<file path="config.mk">
export PLATFORM = sky130hd
export DESIGN_NAME = array_result_drain
export DESIGN_NICKNAME = d
export VERILOG_FILES = /design/src/rtl/array_result_drain.sv
export SDC_FILE = /design/constraint.sdc
export NUM_CORES = 1
export LEC_CHECK = 0
export CAP_MARGIN = 10
export CORE_UTILIZATION = 40
export CTS_CLUSTER_SIZE = 30
export DETAILED_ROUTE_END_ITERATION = 8
export GPL_TIMING_DRIVEN = 1
export PLACE_DENSITY = 0.66
export SETUP_SLACK_MARGIN = 0.02
export SLEW_MARGIN = 40
export SYNTH_ARGS = -nofsm -noshare
export SYNTH_HDL_FRONTEND = slang
export SYNTH_SLANG_ARGS = --single-unit
export TNS_END_PERCENT = 30
</file>
<file path="constraint.sdc">
create_clock -name clk -period 2.8 [get_ports clk]
set_input_delay 0.56 -clock clk [delete_from_list [all_inputs] [get_ports clk]]
set_output_delay 0.56 -clock clk [all_outputs]
set_load 0.1 [all_outputs]
</file>
<file path="src/rtl/array_result_drain.sv">
// array_result_drain: snapshots a systolic array's PE results on start and streams them out row-major over a valid/ready port.
// Optional feature: define DRAIN_PARITY_EN to add the m_parity output (XOR of m_data).
module array_result_drain #(
  parameter int ROWS = 4,
  parameter int COLS = 4,
  parameter int OUTWIDTH = 8,
  localparam int N = ROWS * COLS,
  localparam int IW = (N > 1) ? $clog2(N) : 1,
  localparam int RW = (ROWS > 1) ? $clog2(ROWS) : 1,
  localparam int CW = (COLS > 1) ? $clog2(COLS) : 1
) (
  input  logic                  clk,
  input  logic                  reset,
  input  logic                  start,
  input  logic [N*OUTWIDTH-1:0] results,
  output logic                  clear_acc,
  output logic                  m_valid,
  input  logic                  m_ready,
  output logic [OUTWIDTH-1:0]   m_data,
  output logic [RW-1:0]         m_row,
  output logic [CW-1:0]         m_col,
  output logic                  m_last,
`ifdef DRAIN_PARITY_EN
  output logic                  m_parity,
`endif
  output logic                  busy,
  output logic                  start_drop
);
  typedef enum logic {IDLE, STREAM} state_t;
  state_t                state;
  logic [N*OUTWIDTH-1:0] buffer;
  logic [IW-1:0]         idx, nidx;
  logic [RW-1:0]         nrow;
  logic [CW-1:0]         ncol;
  logic [OUTWIDTH-1:0]   ndata;
  logic                  col_end;
  // Next word position: row/column advance as counters so no divider is needed.
  always_comb begin
    nidx = idx + 1'b1;
    col_end = (m_col == CW'(COLS - 1));
    ncol = col_end ? '0 : m_col + 1'b1;
    nrow = col_end ? m_row + 1'b1 : m_row;
    ndata = buffer[nidx*OUTWIDTH +: OUTWIDTH];
  end
  // Drain FSM with all outputs registered; the buffer is frozen for the whole drain.
  always_ff @(posedge clk or negedge reset) begin
    if (!reset) begin
      state <= IDLE;
      buffer <= '0;
      idx <= '0;
      m_valid <= 1'b0;
      m_data <= '0;
      m_row <= '0;
      m_col <= '0;
      m_last <= 1'b0;
      busy <= 1'b0;
      clear_acc <= 1'b0;
      start_drop <= 1'b0;
`ifdef DRAIN_PARITY_EN
      m_parity <= 1'b0;
`endif
    end else begin
      clear_acc <= 1'b0;
      start_drop <= 1'b0;
      if (state == IDLE) begin
        if (start) begin
          buffer <= results;
          idx <= '0;
          m_data <= results[OUTWIDTH-1:0];
          m_row <= '0;
          m_col <= '0;
          m_last <= (N == 1);
          m_valid <= 1'b1;
          busy <= 1'b1;
          clear_acc <= 1'b1;
          state <= STREAM;
`ifdef DRAIN_PARITY_EN
          m_parity <= ^results[OUTWIDTH-1:0];
`endif
        end
      end else begin
        start_drop <= start;
        if (m_ready) begin
          if (m_last) begin
            state <= IDLE;
            idx <= '0;
            m_valid <= 1'b0;
            busy <= 1'b0;
            m_last <= 1'b0;
          end else begin
            idx <= nidx;
            m_data <= ndata;
            m_row <= nrow;
            m_col <= ncol;
            m_last <= (nidx == IW'(N - 1));
`ifdef DRAIN_PARITY_EN
            m_parity <= ^ndata;
`endif
          end
        end
      end
    end
  end
endmodule
</file>
==> Word-level counts from Yosys, hierarchy flattened <==
Index checks and enable logic that the tools add are counted.
{ "totals": {"ff_bits": 149, "latchBits": 0, "ram_bits": 0, "rom_bits": 0, "output_inout_bits": 17, "n_memories": 0} }
{ "op_classes": {"n_addsub": 3, "multipliers": 0, "n_div": 0, "magnitude_cmp": 0, "eq_ne": 6, "n_shift": 1, "muxes": 31, "bitwise_logic": 1, "reduce_logical": 6} }
{ "ops": {"columns": ["operator", "count"], "rows": [
  ["$shiftx A128 B8 Y8", 1],
  ["$mux W8", 4],
  ["$mux W2", 9],
  ["$mux W4", 4],
  ["$mux W1", 14],
  ["$ne A2 B2 Y1 const B", 3],
  ["$reduce_and A3 Y1", 2],
  ["$add A2 B1 Y2 const B", 2],
  ["$add A4 B1 Y4 const B", 1],
  ["$eq A4 B4 Y1 const B", 1],
  ["$reduce_and A2 Y1", 2],
  ["$reduce_and A4 Y1", 1],
  ["$eq A2 B2 Y1 const B", 1],
  ["$ne A2 B1 Y1 const B", 1],
  ["$reduce_bool A2 Y1", 1],
  ["$not A1 Y1", 1]
]} }

==> Longest topological paths before layout <==
Gate-level depths: netlist of run 1.
{ "depth": {"word_depth": 5, "mapped_depth": 9} }

==> Worst setup path after synthesis of run 1 <==
Ideal clock, no wire load.
{ "synth_path": {"kind": "reg2reg", "start": "register idx[0]", "end": "register m_data[0]", "setup_ns": 0.127, "t_arrival_ns": 2.329, "required_ns": 2.673, "slack_ns": 0.345, "path_stages_with_launch": 10, "cell_sequence": "dfrtp_1 > buf_2 > inv_1 > ha_1 > clkbuf_1 > clkbuf_1 > mux4_1 > a22oi_1 > a32oi_1 > a221o_1"} }
{ "synth_via": {"elab_chain_cells": 5} }
{ "synth_lines": {"columns": ["element", "line", "text"], "rows": [
  ["start: declaration", "32", "logic [IW-1:0] idx, nidx;"],
  ["start signal: assignment", "91", "idx <= nidx;"],
  ["$add A4 B1 Y4", "39", "nidx = idx + 1'b1;"],
  ["$shiftx A128 B8 Y8", "43", "ndata = buffer[nidx*OUTWIDTH +: OUTWIDTH];"],
  ["$mux W8", "84", "if (m_last) begin"],
  ["$mux W8", "83", "if (m_ready) begin"],
  ["$mux W8", "65", "if (state == IDLE) begin"],
  ["end signal: assignment", "69", "m_data <= results[OUTWIDTH-1:0];"],
  ["end signal: assignment", "92", "m_data <= ndata;"],
  ["end: declaration", "19", "output logic [OUTWIDTH-1:0] m_data,"]
]} }
No other way between the ends. The select of a mux whose other input is x is not followed.
A chain may end at the register's enable or synchronous reset.

==> Worst setup path in the final report of run 1 <==
{ "layout_path": {"start": "register idx[0]", "end": "register m_data[2]"} }
Same word-level chain as after synthesis.

==> results of run 1 <==
layer usage:
| metal | vias up | part of all wire, % | wire length (um) |
|---|---|---|---|
| met2 | 125 | 51 | 8010 |
| met5 | - | 0 | 0 |
| met1 | 2177 | 42 | 6540 |
| met4 | 0 | 2.7 | 422 |
| met3 | 30 | 4.3 | 669 |
| li1 | 1932 | - | - |
cell usage after synthesis, drive strengths merged:
cell type / instances
a21oi: 7
inv: 3
nand3: 2
o21ai: 5
or4: 1
a32o: 1
nand2b: 1
mux2i: 3
o211ai: 1
a221o: 7
nor2: 7
nor3: 2
nand2: 28
o31ai: 1
a21o: 2
nand3b: 1
nor2b: 1
clkbuf: 21
ha: 3
mux4: 31
o22ai: 1
a22oi: 7
xnor2: 2
buf: 5
dfrtp: 149
xor2: 1
mux2: 129
a32oi: 8
and2: 1
how the worst max path moves through the flow:
stage	start	endpoint	slack [ns]
after floorplan	idx[0]	m_data[0]	0.34
after global placement	m_ready	m_data[3]	0.33
after detailed placement	m_ready	m_data[3]	0.22
after CTS	idx[0]	m_data[3]	0.32
after global routing	idx[0]	m_data[5]	0.15
final	idx[0]	m_data[2]	0.34
metrics by stage:
stage	hold WS, ns	cell area, um2	power, mW
3_5_place_dp	0.488	8410	8.60
6_report	0.101	9020	10.9
2_1_floorplan	0.264	6670	7.23
3_3_place_gp	0.481	8410	8.45
5_1_grt	0.130	9020	11.5
4_1_cts	0.107	9020	11.0
cells by family after synthesis:
group	after synthesis	synth area share, %
DFF	149	55.9
and+or+nand+nor	44	2.78
AOI/OAI and AO/OA	40	4.56
muxes	163	33.5
adders and majority gates	3	0.563
buffers and inverters	29	2.03
xor gates and xnor gates	3	0.675
sequential cells by signal, summed over array words and instances, names as in the netlist:
name        count
start_drop      1
state           1
buffer        128
busy            1
m_last          1
idx             4
clear_acc       1
m_data          8
m_row           2
m_col           2
worst max-delay path: stages (launching register included):
cell and delay [ns]:
dfrtp_1 0.35, buf_4 0.35, inv_1 0.14, ha_1 0.32
buf_4 0.28, mux4_2 0.38, nand2_1 0.13, a32oi_1 0.11
a221o_1 0.27
final cells by class:
cell class,instances,area [um2]
clock inverter,14,175
clock buffer,18,439
multi-input combinational,253,2820
inverter,3,11.3
tap,216,270
fill,1280,7040
sequential,149,3730
timing repair buffer,160,1580
power by group through the flow:
| stage | clock [mW] | combinational [mW] | sequential [mW] |
|---|---|---|---|
| floorplan | 0 | 2.93 | 4.30 |
| global placement | 0 | 4.58 | 3.87 |
| detailed placement | 0 | 4.69 | 3.91 |
| CTS | 2.40 | 4.71 | 3.88 |
| global route | 2.49 | 4.99 | 4.01 |
| finish | 2.35 | 4.66 | 3.87 |
==> impl_results.md, run 1 <==
* Final Hold Fails at 0
* DIE WIDTH at 131 um
* Slew @ Worst Pin at 0.692 ns
* All-Layer GR Usage at 19.6%
* Area growth syn-to-layout at 35.2%
* Core area at 16100 um2
* Total CTS buffers at 17
* Max Cap Violations at 0
* Area share of the largest cell type after synthesis at 55.9%
* Required time of the critical path at 3.10 ns
* Vias in the first global route at 4701
* DRT Pass-1 Iters at 5
* Gate Count Post-Synth at 431
* Setup violators final at 0
* Layout cell share with drive strength beyond 1 at 35.2%
* Root Buffer: clkbuf_16
* Post-Syn Nets at 566
* Worst EP arrival at 2.76 ns
* Total gr overflow at 0
* Met1 Usage GRT at 23.9%
* Placement row count at 46
* Top post-synthesis cells by area: dfrtp_1 56%, mux2_2 22%, mux4_1 5.9%
* Share of the cycle needed by the critical path after routing at 87.9%
* Min Tclk post-route at 2.46 ns
* Psw at 3.84 mW
* DPL Wire Length at 11.4 mm
* Seq/Total Area, Yosys at 55.9%
* DRT iter0 DRCs at 197
* N_diodes at 0
* Die ar. at 17200 um2
* Worst-case clock buffer depth at 2
* Largest net degree at the start of global routing at 81
* Placed insts at 781
* Gpl congestion at 0.772
* #FFs+latches synth at 149
* Starting Density at 41.6%
* Clock Skews at 0.00939 ns
* Detailed Route WL at 15.6 mm
* DRC viols at 0
* Yosys cell types at 34
* Resized cells post-CTS at 0
* Clock Power Share at 21.6%
* RSZ-0062 raised after global routing: false
* Avg Cell Area, Syn at 15.5 um2
* Number of setup buffers added after CTS at 0
* Crit path kind: flip-flop to flip-flop
* Global-route wire length before repair at 25.5 mm
* Clk sinks at 149
* Commonest non-fill, non-tap cell in the layout: dfrtp_1
* CP endpoint kind: flip-flop
* Vias/cell at 5.24
* Yosys warns at 0
* CTS tree: yes
* RR Endpoint: m_data[2]
* Pint at 7.05 mW
* H-tree depth at 4
* Power per cell area at 1210 nW/um2
* Met3 Track Usage GR at 4.48%
* Status: finished clean
* Switching share of power at 35.3%
* Post-Syn Area at 6670 um2
* FF-to-FF setup slack at 0.34 ns
* Reg clk slew, reported paths at 0.06 ns
* P_leak at 3.71 nW
* Clk_lat worst skew at 0.42 ns
* PnR worst setup slack at 0.339 ns
* Slew Limit Headroom at 53.7%
* HP Class: primary input to async pin
* GR peak layer: met2
* Worst-path maximum fanout at 20
* Worst setup SP type: flip-flop
* VDD IR max at 655 uV
* Largest area contributor in the netlist: dfrtp_1
* Combinational power share at 42.8%
* Fin util at 56.2%
* Non-Filler Instances at 813
* Nets at 719
* Die Y-Extent at 131 um
* Worst reg2reg path depth at 8
* Vias at 4264
* Max Clock Freq at 406 MHz
* Wire length per cell at 19.2 um
* Slew Limit Fails at 0
* PortBufs at 148
* Commonest cells after routing, fill and taps aside: 149 x dfrtp_1, 130 x clkdlybuf4s50_1, 129 x mux2_2, 28 x nand2_1, 25 x buf_4
* Worst R2R Start: idx[0]
* Fin Setup TNS at 0 ns
* DP Worst Slack at 0.218 ns
* Post-CTS Hold Buffers at 0
* Antenna Nets Post-Route at 0
* I/O pins at 149
* Initial antenna violation count at 0
* GR Util met2 at 32.7%
* Sequential share of power at 35.6%
(Power assumes the default switching activity.)
==> run 2: changes to the inputs <==
--- a/config.mk
+++ b/config.mk
@@ -6,6 +6,7 @@
 export NUM_CORES = 1
 export LEC_CHECK = 0
 export CAP_MARGIN = 10
+export CORE_MARGIN = 2
 export CORE_UTILIZATION = 40
 export CTS_CLUSTER_SIZE = 30
 export DETAILED_ROUTE_END_ITERATION = 8
==> impl_results.md, run 2 (same netlist as run 1, synthesis figures left out) <==
* Die ar. at 17700 um2 (was 17200 um2)
* Total gr overflow at 0 (unchanged)
* Setup violators final at 0 (unchanged)
* All-Layer GR Usage at 18.8% (was 19.6%)
* Post-CTS Hold Buffers at 0 (unchanged)
* Worst setup SP type: flip-flop (unchanged)
* Max Clock Freq at 387 MHz (was 406 MHz)
* Placement row count at 47 (was 46)
* Min Tclk post-route at 2.59 ns (was 2.46 ns)
* CP endpoint kind: flip-flop (unchanged)
* DIE WIDTH at 133 um (was 131 um)
* FF-to-FF setup slack at 0.21 ns (was 0.34 ns)
* Detailed Route WL at 15.7 mm (was 15.6 mm)
* Status: finished clean (unchanged)
* Max Cap Violations at 0 (unchanged)
* Final Hold Fails at 0 (unchanged)
* Slew @ Worst Pin at 0.745 ns (was 0.692 ns)
* Slew Limit Fails at 0 (unchanged)
* N_diodes at 0 (unchanged)
* Crit path kind: flip-flop to flip-flop (unchanged)
* Vias/cell at 5.27 (was 5.24)
* I/O pins at 149 (unchanged)
* DRT Pass-1 Iters at 4 (was 5)
* Commonest cells after routing, fill and taps aside: 149 x dfrtp_1, 130 x clkdlybuf4s50_1, 129 x mux2_2, 28 x nand2_1, 25 x buf_4 (unchanged)
* Wire length per cell at 19.2 um (about the same)
* Gpl congestion at 0.814 (was 0.772)
* DRT iter0 DRCs at 201 (was 197)
* H-tree depth at 4 (unchanged)
* DRC viols at 0 (unchanged)
* VDD IR max at 872 uV (was 655 uV)
* Nets at 720 (was 719)
* Resized cells post-CTS at 0 (unchanged)
* Core area at 16500 um2 (was 16100 um2)
* Number of setup buffers added after CTS at 0 (unchanged)
* PortBufs at 148 (unchanged)
* Antenna Nets Post-Route at 0 (unchanged)
* DPL Wire Length at 11.3 mm (was 11.4 mm)
* Root Buffer: clkbuf_16 (unchanged)
* P_leak at 3.70 nW (was 3.71 nW)
* HP Class: primary input to async pin (unchanged)
* Die Y-Extent at 133 um (was 131 um)
* Total Power at 10.8 mW (was 10.9 mW)
* Worst EP arrival at 2.89 ns (was 2.76 ns)
* Vias in the first global route at 4686 (was 4701)
* Clk_lat worst skew at 0.42 ns (about the same)
* Global-route wire length before repair at 25.4 mm (was 25.5 mm)
* Starting Density at 40.5% (was 41.6%)
* RSZ-0062 raised after global routing: false (unchanged)
* Total CTS buffers at 17 (unchanged)
* Clock Skews at 0.00964 ns (was 0.00939 ns)
* CTS tree: yes (unchanged)
* Fin Setup TNS at 0 ns (unchanged)
* Clk sinks at 149 (unchanged)
* Slew Limit Headroom at 50.2% (was 53.7%)
* Layout cell share with drive strength beyond 1 at 35.3% (was 35.2%)
* Power per cell area at 1200 nW/um2 (was 1210 nW/um2)
* Initial antenna violation count at 0 (unchanged)
* Worst-case clock buffer depth at 2 (unchanged)
* Largest register FFs at 128 (unchanged)
* Worst-path maximum fanout at 21 (was 20)
* Biggest regs: buffer x128, m_data x8, idx x4 (unchanged)
* Share of the cycle needed by the critical path after routing at 92.4% (was 87.9%)
* Area growth syn-to-layout at 35.1% (was 35.2%)
* Required time of the critical path at 3.11 ns (was 3.10 ns)
* Largest net degree at the start of global routing at 86 (was 81)
* Commonest non-fill, non-tap cell in the layout: dfrtp_1 (unchanged)
* Most flop-heavy register: buffer (unchanged)
* Reg clk slew, reported paths at 0.06 ns (about the same)
* Vias at 4308 (was 4264)
[run 2: changes by cell type in the layout (fill, tap and decap cells not counted), sizes merged]
| cell | change |
|---|---|
| bufinv | -2 |
| clkbuf | +2 |
| inv | -2 |
| clkinv | +2 |
| buf | +1 |
[run 2: path summary, 6_finish.rpt]
kind | startpoint | end | cells past startpoint
worst max-delay path | idx[1] | m_data[6] | 7
worst min-delay path | reset | buffer[41] | 1
worst max register to register | idx[1] | m_data[6] | 7
worst min register to register | m_row[0] | m_row[0] | 1
max in group asynchronous | reset | buffer[84] | 2
min in group clk | m_row[0] | m_row[0] | 1
[run 2: layout make-up]
class / count / area, um2
timing repair buffer: 161 / 1600
inverter: 3 / 11.3
clock buffer: 20 / 457
sequential: 149 / 3730
tap: 220 / 275
multi-input combinational: 253 / 2820
fill: 1350 / 7450
clock inverter: 12 / 123
[run 2: report_power, final]
part	switching [mW]	internal, mW	leakage, nW
sequential	0.570	3.24	1.77
combinational	2.41	2.42	1.66
clock	0.912	1.28	0.273
[run 2: through the flow]
| stage | area, um2 | hold WS [ns] | std cells | util (%) | worst slack (ns) |
|---|---|---|---|---|---|
| after detailed placement | 8430 | 0.488 | 786 | 51.2 | 0.234 |
| after floorplan | 6670 | 0.264 | 431 | - | 0.345 |
| final | 9010 | 0.134 | 818 | 54.7 | 0.214 |
| after CTS | 9010 | 0.162 | 818 | 54.7 | 0.220 |
| after global routing | 9010 | 0.187 | 818 | 54.7 | 0.0904 |
| after global placement | 8430 | 0.480 | 786 | 51.2 | 0.340 |
[run 2: per-layer routing]
| metal | vias up | share of wire (%) | track usage (%) |
|---|---|---|---|
| met1 | 2223 | 42 | 24.4 |
| met4 | 0 | 2.1 | 7.09 |
| li1 | 1943 | - | - |
| met2 | 119 | 50 | 30.7 |
| met3 | 23 | 5.5 | 4.60 |
| met5 | - | 0 | 0 |
[run 2: critical path, cell delays in order (launching register included)]
cell and delay, ns:
dfrtp_1 0.39, ha_1 0.33, xor2_4 0.30, buf_12 0.23
mux4_1 0.65, a22oi_1 0.20, a32oi_1 0.09, a221o_1 0.26
